`config.mk`:
```
export PLATFORM = sky130hd
export DESIGN_NAME = unidade_controle
export DESIGN_NICKNAME = d
export VERILOG_FILES = /design/src/rtl/unidade_controle.sv
export SDC_FILE = /design/constraint.sdc
export NUM_CORES = 1
export LEC_CHECK = 0
export ABC_AREA = 1
export CORE_MARGIN = 4
export CORE_UTILIZATION = 37
export CTS_CLUSTER_DIAMETER = 200
export DETAILED_ROUTE_END_ITERATION = 10
export PLACE_DENSITY = 0.9
export SYNTH_ARGS = -nofsm -noshare
export SYNTH_HDL_FRONTEND = slang
export SYNTH_SLANG_ARGS = --single-unit
```
`constraint.sdc`:
```
create_clock -name clk -period 3.06 [get_ports clk]
set_input_delay 0.612 -clock clk [delete_from_list [all_inputs] [get_ports clk]]
set_output_delay 0.612 -clock clk [all_outputs]
set_load 0.005 [all_outputs]
```
`src/rtl/unidade_controle.sv`:
```
// rtl/unidade_controle.sv - fetch/decode/execute/write control FSM; CONTADOR_INSTR_EN enables the retired-instruction counter
module unidade_controle #(
    parameter int bits_palavra  = 16,
    parameter int end_registros = 2
) (
    input  logic                     clk,
    input  logic                     reset,
    input  logic [bits_palavra-1:0]  instr,
    input  logic                     instr_valid,
    output logic                     instr_ready,
    output logic                     Hab_Escrita,
    output logic [end_registros-1:0] Sel_SA,
    output logic [end_registros-1:0] Sel_SB,
    output logic [end_registros-1:0] Sel_SC,
    output logic [4:0]               controleOperacao,
    output logic                     reset_Flags,
    output logic [15:0]              instr_count,
    output logic                     parado
);

    localparam logic [4:0] OP_CLRF = 5'b11110;
    localparam logic [4:0] OP_HALT = 5'b11111;

    typedef enum logic [2:0] {
        BUSCA,
        DECODIFICA,
        EXECUTA,
        ESCRITA,
        PARADO
    } estado_t;

    estado_t                  estado, proximo;
    logic [4:0]               op_q;
    logic [end_registros-1:0] sc_q, sa_q, sb_q;
    logic                     handshake;
    logic                     unused_bits;

    assign handshake   = (estado == BUSCA) && instr_valid;
    assign unused_bits = ^instr[4:0];

    // Latched fields only change on a handshake, so they hold through BUSCA.
    always_ff @(posedge clk or negedge reset) begin
        if (!reset) begin
            estado <= BUSCA;
            op_q   <= '0;
            sc_q   <= '0;
            sa_q   <= '0;
            sb_q   <= '0;
        end else begin
            estado <= proximo;
            if (handshake) begin
                op_q <= instr[15:11];
                sc_q <= instr[9 +: end_registros];
                sa_q <= instr[7 +: end_registros];
                sb_q <= instr[5 +: end_registros];
            end
        end
    end

    always_comb begin
        proximo     = estado;
        instr_ready = 1'b0;
        Hab_Escrita = 1'b0;
        reset_Flags = 1'b0;
        parado      = 1'b0;
        case (estado)
            BUSCA: begin
                instr_ready = 1'b1;
                if (instr_valid) proximo = DECODIFICA;
            end
            DECODIFICA: proximo = EXECUTA;
            EXECUTA:    proximo = ESCRITA;
            ESCRITA: begin
                Hab_Escrita = (op_q != OP_CLRF) && (op_q != OP_HALT);
                reset_Flags = (op_q == OP_CLRF);
                proximo     = (op_q == OP_HALT) ? PARADO : BUSCA;
            end
            PARADO: parado = 1'b1;
            default: proximo = BUSCA;
        endcase
    end

    assign controleOperacao = op_q;
    assign Sel_SA           = sa_q;
    assign Sel_SB           = sb_q;
    assign Sel_SC           = sc_q;

`ifdef CONTADOR_INSTR_EN
    logic [15:0] count_q;

    // Every ESCRITA cycle is an exit from ESCRITA, HALT included.
    always_ff @(posedge clk or negedge reset) begin
        if (!reset) count_q <= '0;
        else if (estado == ESCRITA) count_q <= count_q + 16'd1;
    end

    assign instr_count = count_q;
`else
    assign instr_count = '0;
`endif

endmodule
```
==> impl_metrics.py <==
metrics = {
    "sta": {
        "fmax_ghz": 0.429,
        "period_needed_ns": 2.33,
        "hold_viol": 0,
        "finalCritPeriodShare_pct": 76.2,
        "finClkSkew_ns": 0.00162,
        "tightest_slew_ns": 0.624,
        "rsz0062_at_grt": "no",
        "fin_tns_setup_ns": 0,
        "slew_headroom_pct": 58.3,
        "drv_slew": 0,
        "setup_viol": 0,
        "hold_slack_ns": 0.477,
    },
    "critical_path": {
        "critPathSlowestCell": "clkdlybuf4s50_1",
        "end_kind": "output pin",
        "crit_chain": "nor2_4, nand2_1, inv_1, clkdlybuf4s50_1",
        "worstPathMaxFanout": 14,
        "worst-setup-path-type": "flop to output pin",
        "crit_arrival_ns": 1.72,
        "required_ns": 2.45,
        "cp-start-kind": "flop",
        "max_stage_delay_ns": 0.49,
    },
    "cells_and_area": {
        "layout.nets": 136,
        "n_antenna_cell": 0,
        "drive_gt1_share_pct": 4.35,
        "final_cell_area_um2": 997,
        "fill_cells": 204,
        "syn2layout_area_growth_pct": 32.0,
    },
    "flow_run": {
        "maxCapViolCount": 0,
    },
    "global_routing": {
        "antenna_found_initial": 0,
        "first_global_vias": 625,
        "grt_use_total_pct": 13.6,
        "grt_max_degree": 16,
        "grt_first_pass_wirelength_um": 2750,
        "grt_overflow": 0,
    },
    "die": {
        "dieArea_mm2": 0.00283,
        "ios": 50,
        "rows": 16,
        "die_x_um": 53.2,
        "die_y_um": 53.2,
        "start_util_pct": 38.9,
        "coreArea_mm2": 0.00194,
    },
    "power_and_ir_drop": {
        "switching_share_pct": 34.9,
        "p_per_area_mw_per_mm2": 791,
        "power_uw": 788,
        "seqPwrFrac_pct": 42.6,
        "combPwrFrac_pct": 44.6,
        "clock_power_share_pct": 12.8,
        "power.internal_uw": 513,
        "ir_worst_vdd_v": 0.000358,
        "p_leak_uw": 0.000490,
        "p_switching_uw": 275,
    },
    "place": {
        "hpwl_um": 1260,
        "place.gp.congestion": 0.713,
        "dpl_cell_area_um2": 975,
        "port_buffers": 28,
    },
    "clock_tree": {
        "cts_setup_buffers": 0,
        "clock_path_buffers": 2,
        "clock_sinks": 14,
        "tritoncts": "yes",
        "cts_hold_buf": 0,
        "numCtsBuffers": 3,
        "insertion_delay_ns": 0.27,
        "cts_root_buf": "clkbuf_4",
        "htree_num_levels": 1,
        "ctsResizeCount": 0,
        "clkTransAtPathRegs_ns": 0.08,
    },
    "route": {
        "vias_per_cell": 4.69,
        "wl_per_cell_um": 11.8,
        "drtIter0Drc": 14,
        "via_count": 666,
        "drc_errors": 0,
        "antenna_left": 0,
        "drt_wl_total_um": 1670,
        "drtPass1Iterations": 6,
    },
    "synthesis": {
        "yosysTopAreaCell": "dfrtp_1",
        "ys_ff_latch": 14,
        "ys.flop_type": "dfrtp_1",
        "synth_most_common_cell": "nand2_1",
        "yosys-top-cells-count": "30 x nand2_1, 18 x buf_4, 14 x dfrtp_1",
        "ys_seq_area_share_pct": 46.4,
        "syn_area_um2": 756,
        "ys.warnings.count": 0,
        "synth_top_area_share_pct": 46.4,
        "synth_cell_type_count": 15,
        "synth.avg_cell_area_um2": 8.49,
        "synth_edf_count": 0,
        "synth_area_leaders": "dfrtp_1 46%, buf_4 18%, nand2_1 15%",
        "synth_cells": 89,
        "synthArstFlopShare_pct": 100,
    },
    "status": {
        "status": "finished, final reports clean",
    },
    "min_path": {
        "hp-class": "flop to flop",
    },
}
sequential cells by signal (all words and copies together) (netlist names):
| register | cells |
|---|---|
| controleOperacao | 5 |
| estado | 3 |
| Sel_SA | 2 |
| Sel_SB | 2 |
| Sel_SC | 2 |
path summary, 6_finish.rpt:
check                               start                   to  slack, ns  depth (start not counted)
min in group asynchronous           reset            Sel_SB[1]       0.72                          1
worst min-delay path            Sel_SA[0]            Sel_SA[0]       0.48                          2
max in group asynchronous           reset  controleOperacao[2]       1.94                          1
worst min register to register  Sel_SA[0]            Sel_SA[0]       0.48                          2
worst max register to register  estado[2]            Sel_SC[1]       1.65                          4
worst max-delay path            estado[0]               parado       0.73                          4
cell families (layout without fill, tap and decap cells):
logic type             after synthesis  count (layout)  share of synthesized area [%]
AOI/OAI and AO/OA                    2               2                           1.32
buffers and inverters               22              33                           21.0
DFF                                 14              14                           46.4
other                                1              16                          0.496
and+or+nand+nor                     50              50                           30.8
metal layers:
metal / vias up / part of all wire [%] / GRT usage [%]
met5: - / 0 / 0
met4: 0 / 0 / 5.11
li1: 314 / - / -
met2: 32 / 52 / 24.6
met1: 320 / 37 / 14.7
met3: 0 / 11 / 3.94
area by class of cell:
type,count,area [um^2],area share [%]
multi-input cells,68,303,30.4
clock buffers,3,22.5,2.26
flip-flops and latches,14,350,35.1
well taps,27,33.8,3.39
repair buffers,28,280,28.1
inverters,2,7.51,0.753
per-stage QoR:
| step | std cells | utilization (%) | setup WS [ns] |
|---|---|---|---|
| 5_1_grt | 142 | 51.4 | 0.632 |
| 2_1_floorplan | 104 | - | 1.60 |
| 6_report | 142 | 51.4 | 0.730 |
| 3_3_place_gp | 139 | 50.2 | 1.05 |
| 3_5_place_dp | 139 | 50.2 | 1.03 |
| 4_1_cts | 142 | 51.4 | 0.715 |
power groups by stage:
stage	logic [uW]	registers, uW	clock network, uW
floorplan	170	336	0
global placement	347	331	0
detailed placement	358	337	0
CTS	358	336	106
global route	396	351	115
finish	352	335	101
placed cells by master, fill, tap and decap left out:
cell type	instances
conb_1	16
nand4_1	11
a21oi_1	1
dfrtp_1	14
nor3_1	2
nor2_4	1
o21ai_0	1
nand3_2	1
nand2_1	30
nor2_1	4
inv_1	2
nand3_1	1
clkdlybuf4s50_1	28
clkbuf_4	3
critical path, delay by kind of cell (launching register included):
kind                   cells  cell delay (ns)
buffers and inverters      2             0.56
and+or+nand+nor            2             0.45
DFF                        1             0.44
Power figures use the tool's default switching activity.
